===== src/rtl/oam_dma.sv =====
// oam_dma: NES sprite DMA engine sitting between the T65 CPU and databus.
// Optional OAM_DMA_ODD_ALIGN_EN adds the odd-cycle ALIGN state (parity tracking).
module oam_dma #(
    parameter logic [15:0] DMA_REG  = 16'h4014,
    parameter logic [15:0] OAM_PORT = 16'h2004
) (
    input  logic        Clk,
    input  logic        Res_n,
    input  logic [15:0] CPU_ADDR,
    input  logic [7:0]  CPU_DO,
    input  logic        CPU_WR,
    input  logic [7:0]  BUS_DI,
    output logic        CPU_RDY,
    output logic [15:0] BUS_ADDR,
    output logic        BUS_WR,
    output logic [7:0]  BUS_DO,
    output logic        DMA_ACTIVE
);

    typedef enum logic [2:0] {
        IDLE  = 3'd0,
        HALT  = 3'd1,
        ALIGN = 3'd2,
        READ  = 3'd3,
        WRITE = 3'd4
    } state_t;

    state_t      state;
    state_t      state_nxt;
    logic [7:0]  page;
    logic [7:0]  idx;
    logic [7:0]  data_buf;
    logic        trigger;
    logic        last_byte;

    assign CPU_RDY    = (state == IDLE);
    assign DMA_ACTIVE = (state != IDLE);
    assign trigger    = CPU_RDY && !CPU_WR && (CPU_ADDR == DMA_REG);
    assign last_byte  = (idx == 8'hFF);

`ifdef OAM_DMA_ODD_ALIGN_EN
    logic parity;

    // Free-running cycle parity used to decide whether ALIGN is needed
    always_ff @(posedge Clk) begin
        if (!Res_n) begin
            parity <= 1'b0;
        end else begin
            parity <= ~parity;
        end
    end
`endif

    // State register
    always_ff @(posedge Clk) begin
        if (!Res_n) begin
            state <= IDLE;
        end else begin
            state <= state_nxt;
        end
    end

    // Page latch, byte index and read-data buffer
    always_ff @(posedge Clk) begin
        if (!Res_n) begin
            page     <= 8'h00;
            idx      <= 8'h00;
            data_buf <= 8'h00;
        end else begin
            if (trigger) begin
                page <= CPU_DO;
                idx  <= 8'h00;
            end
            if (state == READ) begin
                data_buf <= BUS_DI;
            end
            if (state == WRITE && !last_byte) begin
                idx <= idx + 8'h01;
            end
        end
    end

    // Next-state decode
    always_comb begin
        state_nxt = state;
        unique case (state)
            IDLE: begin
                if (trigger) begin
                    state_nxt = HALT;
                end
            end
            HALT: begin
`ifdef OAM_DMA_ODD_ALIGN_EN
                state_nxt = parity ? ALIGN : READ;
`else
                state_nxt = READ;
`endif
            end
            ALIGN: state_nxt = READ;
            READ:  state_nxt = WRITE;
            WRITE: state_nxt = last_byte ? IDLE : READ;
            default: state_nxt = IDLE;
        endcase
    end

    // Bus mux: CPU pass-through unless the engine owns the cycle
    always_comb begin
        BUS_ADDR = CPU_ADDR;
        BUS_WR   = CPU_WR;
        BUS_DO   = CPU_DO;
        unique case (state)
            IDLE: begin
                BUS_WR = CPU_WR;
            end
            HALT, ALIGN: begin
                BUS_WR = 1'b1;
            end
            READ: begin
                BUS_ADDR = {page, idx};
                BUS_WR   = 1'b1;
            end
            WRITE: begin
                BUS_ADDR = OAM_PORT;
                BUS_WR   = 1'b0;
                BUS_DO   = data_buf;
            end
            default: begin
                BUS_WR = CPU_WR;
            end
        endcase
    end

endmodule


===== config.mk =====
export PLATFORM = sky130hd
export DESIGN_NAME = oam_dma
export DESIGN_NICKNAME = d
export VERILOG_FILES = /design/src/rtl/oam_dma.sv
export SDC_FILE = /design/constraint.sdc
export NUM_CORES = 1
export LEC_CHECK = 0
export ABC_CLOCK_PERIOD_IN_PS = 2000
export BUFFER_PORTS_ARGS = -buffer_cell sky130_fd_sc_hd__buf_4
export CAP_MARGIN = 10
export CORE_UTILIZATION = 39
export DETAILED_ROUTE_END_ITERATION = 8
export PLACE_DENSITY = 0.77
export SYNTH_ARGS = -nofsm -noshare
export SYNTH_HDL_FRONTEND = slang
export SYNTH_SLANG_ARGS = --single-unit

===== constraint.sdc =====
create_clock -name Clk -period 2 [get_ports Clk]
set_input_delay 0.3 -clock Clk [delete_from_list [all_inputs] [get_ports Clk]]
set_output_delay 0.3 -clock Clk [all_outputs]
set_load 0.01 [all_outputs]

Yosys cells after proc, flatten, opt, wreduce, memory -nomap -nowiden
Cells that the tools add are included.
{"block": "word_totals", "register_bits": 27, "in_bits": 35, "output_inout_bits": 27}
{"block": "op_classes", "addsub": 1, "eq_ne": 7, "n_mux": 8, "n_reduce_logical": 10}
{"cell": "$pmux W16 S2", "n": 1}
{"cell": "$mux W8", "n": 3}
{"cell": "$eq A16 B15 Y1 const B", "n": 1}
{"cell": "$pmux W3 S4", "n": 1}
{"cell": "$add A8 B1 Y8 const B", "n": 1}
{"cell": "$eq A8 B8 Y1 const B", "n": 1}
{"cell": "$eq A3 B2 Y1 const B", "n": 2}
{"cell": "$eq A3 B1 Y1 const B", "n": 1}
{"cell": "$eq A3 B3 Y1 const B", "n": 1}
{"cell": "$logic_and A1 B1 Y1", "n": 3}
{"cell": "$logic_not A3 Y1", "n": 1}
{"cell": "$mux W3", "n": 1}
{"cell": "$reduce_bool A3 Y1", "n": 1}
{"cell": "$reduce_or A3 Y1", "n": 1}
{"cell": "$logic_not A1 Y1", "n": 2}
{"cell": "$mux W2", "n": 1}
{"cell": "$ne A2 B2 Y1 const B", "n": 1}
{"cell": "$pmux W1 S2", "n": 1}
{"cell": "$reduce_bool A2 Y1", "n": 1}
{"cell": "$reduce_or A2 Y1", "n": 1}

Longest topological paths before layout
{"block": "depth", "ltp_word": 5, "mapped_depth": 7, "depth_no_buf": 5}

Worst setup path after synthesis
No wires, ideal clock.
{"block": "synth_timing", "kind": "register -> register", "start": "reg state[1]", "end": "reg idx[0]", "t_arrival_ns": 1.586, "path_slack_ns": 0.285, "stages_incl_launch_ff": 8, "n_path_buf": 2, "synth_period_minus_slack_ns": 1.715, "path_cell_list": "dfxtp_1 buf_2 nor3_4 inv_2 or4_4 buf_6 o2111ai_1 o31ai_1"}
{"block": "synth_between", "elab_chain_len": 4, "word_cells_on_any_way": 7, "cone_classes": "eq/ne: 1; mux: 1; reduce/logical: 5"}
{"item": "start, declared", "line_no": "28", "text": "state_t state;"}
{"item": "start signal, assigned", "line_no": "59", "text": "state <= state_nxt;"}
{"item": "$logic_not A3 Y1", "line_no": "36", "text": "assign CPU_RDY = (state == IDLE);"}
{"item": "net CPU_RDY", "line_no": "13", "text": "output logic CPU_RDY,"}
{"item": "$logic_and A1 B1 Y1 (2 in series)", "line_no": "38", "text": "assign trigger = CPU_RDY && !CPU_WR && (CPU_ADDR == DMA_REG);"}
{"item": "$reduce_bool A2 Y1 (no line)"}
{"item": "end signal, assigned", "line_no": "78", "text": "idx <= idx + 8'h01;"}
{"item": "end, declared", "line_no": "31", "text": "logic [7:0] idx;"}
The timed path passes the listed nets, and every way through them passes these cells.
A chain may end at the register's enable or synchronous reset.

Worst setup path in the final report
{"block": "layout_timing", "start": "reg state[2]", "end": "out BUS_DO[2]"}
{"block": "layout_between", "elab_chain_len": 2}
{"item": "$eq A3 B3 Y1", "line_no": "111", "text": "unique case (state)"}
{"item": "$mux W8", "line_no": "111"}
{"item": "end, declared", "line_no": "16", "text": "output logic [7:0] BUS_DO,"}
No other way between the ends.

==> impl_metrics.csv <==
group,metric,value,unit
cells_and_area,finalNetCount,304,
routing,totalWireLength,4640,um
timing,hold_slack,264,ps
clock_network,clk_pin_slew_worst_paths,100,ps
power_and_ir_drop,powerDensity,544,mW/mm^2
power_and_ir_drop,internal_power,0.842,mW
timing,finClkSkew,8.83,ps
logic_synthesis,yosysWarnings,0,
power_and_ir_drop,pwr-share-comb,24.9,%
power_and_ir_drop,p_leak,0.910,nW
logic_synthesis,synth_fp_nets,243,
floorplan,die_h,64.4,um
routing,drc_errors,0,
status,status,"complete, no violations",
clock_network,numClockSinks,27,
timing,setup_viol,0,
clock_network,cts_buffer_depth,2,
power_and_ir_drop,vdd_drop_max,0.000512,V
cells_and_area,area_growth,40.2,%
global_routing,grt_pass1_wl,7550,um
floorplan,die_w,64.4,um
setup_path,cp_max_fo,13,
setup_path,cp-start-kind,"register",
logic_synthesis,synth_edf_count,0,
global_routing,grt_start_max_net_pins,24,
timing,post-route-min-period,1900,ps
power_and_ir_drop,pwr-share-seq,48.4,%
logic_synthesis,synth.avg_cell_area,7.33,sq um
global_routing,overflow,0,
power_and_ir_drop,clock_power_share,26.8,%
min_path,hp-class,"input port to register",
setup_path,path_class,"register to output port",
clock_network,cts-buffers-inserted,3,
timing,max_freq,526,MHz
place,dpl.hpwl,3410,um
setup_path,worstSetupStartpoint,"state[2]$_SDFFE_PN0P_",
timing,hold_viol,0,
place,routabilityCongestion,0.882,
flow_run,max-cap-violations,0,
routing,vias,1777,
routing,ant_nets,0,
cells_and_area,drive_above_1_share,32.2,%
place,place_ws,71.9,ps
floorplan,core.rowCount,22,
floorplan,io_pins,62,
setup_path,r2r-start,"state[1]$_SDFFE_PN0P_",
logic_synthesis,syn_inst,207,
routing,drt_iter0_markers,75,
logic_synthesis,ys_types,40,
timing,worst_slack,100,ps
routing,wl_per_cell,14.7,um
global_routing,antenna_found_initial,0,
timing,slew_viol_final,0,
setup_path,worstPathRequired,1700,ps
floorplan,die-area,0.00414,sq mm
clock_network,root_buffer,"clkbuf_8",
clock_network,cts_tree,"yes",
clock_network,clk_latency,270,ps
cells_and_area,antenna-diode-count,0,
setup_path,crit_path_end_kind,"output port",
timing,worst_pin_slew,382,ps
timing,slew_headroom,74.2,%
power_and_ir_drop,switchingPower,0.315,mW
power_and_ir_drop,p_sw_share,27.2,%
logic_synthesis,synth-seq-cells,27,
clock_network,post_cts_buffers,0,
place,portBuffers,61,
setup_path,cp.arrival,1600,ps
routing,firstDrtPassIters,4,
global_routing,first_global_vias,1593,
logic_synthesis,synth-seq-area-share,35.6,%
clock_network,h-tree-depth,1,
floorplan,initial_utilization,41.1,%
logic_synthesis,yosys_most_used_dff,"dfxtp_1",
min_path,min_from,"BUS_DI[4]",
clock_network,hold_buffers,0,
timing,fin_crit_sh,95.0,%
cells_and_area,layout_common_cells,"buf_4 (70), nand2_1 (51), dfxtp_1 (26)",
global_routing,track_usage,23.4,%
floorplan,core_area,0.00369,sq mm
cells_and_area,layout_commonest_cell,"buf_4",
logic_synthesis,synth_area,0.00152,sq mm
routing,vias_per_cell,5.64,
logic_synthesis,synthArstFlopShare,0,%
-- per-layer routing --
| metal | wire [um] | up-vias | share of wire (%) | global-route usage (%) |
|---|---|---|---|---|
| li1 | - | 874 | - | - |
| met1 | 2060 | 833 | 45 | 31.7 |
| met2 | 2290 | 66 | 49 | 39.1 |
| met3 | 237 | 4 | 5.1 | 3.39 |
| met4 | 48 | 0 | 1.0 | 4.72 |
| met5 | 0 | - | 0 | 0 |
-- power by group through the flow --
stage / combinational [mW] / sequential [mW] / clock [mW]
5_1_grt: 0.310 / 0.562 / 0.343
2_1_floorplan: 0.127 / 0.565 / 0
6_report: 0.288 / 0.559 / 0.309
3_5_place_dp: 0.285 / 0.568 / 0
4_1_cts: 0.287 / 0.556 / 0.317
3_3_place_gp: 0.282 / 0.567 / 0
-- sequential cells by signal (all words and copies together) (netlist names) --
register  count
idx           8
page          8
state         3
data_buf      8
-- path summary, 6_finish.rpt --
check	depth (start not counted)	slack [ps]	endpoint
setup / recovery	5	100	BUS_DO[2]
hold / removal	3	260	data_buf[4]$_SDFFE_PN0N_
setup reg to reg	6	220	idx[5]$_SDFFE_PN0P_
hold reg to reg	2	460	data_buf[2]$_SDFFE_PN0N_
-- what timing repair did --
action	4_1_cts	5_1_grt
gates resized for setup	2	7
setup endpoints to repair	24	18
hold endpoints to repair	0	0
gates cloned	0	0
-- metrics by stage --
step	setup TNS (ps)	instance area, sq um	util, %	cells	total power [mW]
after global routing	-0.123	2130	57.6	315	1.22
after floorplan	0	1520	-	207	0.692
after global placement	0	2040	55.4	311	0.850
after CTS	0	2100	56.9	315	1.16
after detailed placement	0	2040	55.4	311	0.853
final	0	2130	57.6	315	1.16
-- critical path: stages, from the launching register on --
cell     delay (ps)
dfxtp_1         370
buf_4           170
or3b_4          480
nand2_1         100
nand2_1          70
buf_4           140
-- kinds of logic (layout without fill, tap and decap cells) --
| family | after synthesis | count (layout) | synth area share (%) |
|---|---|---|---|
| fa+ha+maj | 1 | 1 | 0.825 |
| compound gates | 63 | 63 | 26.7 |
| simple gates | 94 | 94 | 30.2 |
| flops | 27 | 27 | 35.6 |
| xor+xnor | 2 | 2 | 1.16 |
| buf+inv | 20 | 80 | 5.53 |
-- cell usage after synthesis (all sizes together), types with 2 or more instances --
cell	n	area share, %
a21oi	21	6.9
a22o	14	8.1
buf	3	1.3
clkbuf	12	3.0
dfxtp	27	36
inv	5	1.2
nand2	51	13
nand3	19	6.3
nand4	2	0.82
nor2	6	1.7
nor3	3	1.7
nor4	3	1.6
o2111ai	2	1.2
o211ai	2	0.99
o21ai	14	4.6
o22ai	3	1.2
o31ai	2	0.99
or4	3	1.7
xor2	2	1.2
-- layout make-up --
cell class | count | area [sq um]
Sequential cell | 27 | 542
Clock buffer | 3 | 41.3
Fill cell | 357 | 1560
Clock inverter | 1 | 7.51
Inverter | 5 | 18.8
Multi-Input combinational cell | 160 | 920
Tap cell | 48 | 60.1
Timing Repair Buffer | 71 | 537
No activity file was read; power rests on OpenSTA's default activity.
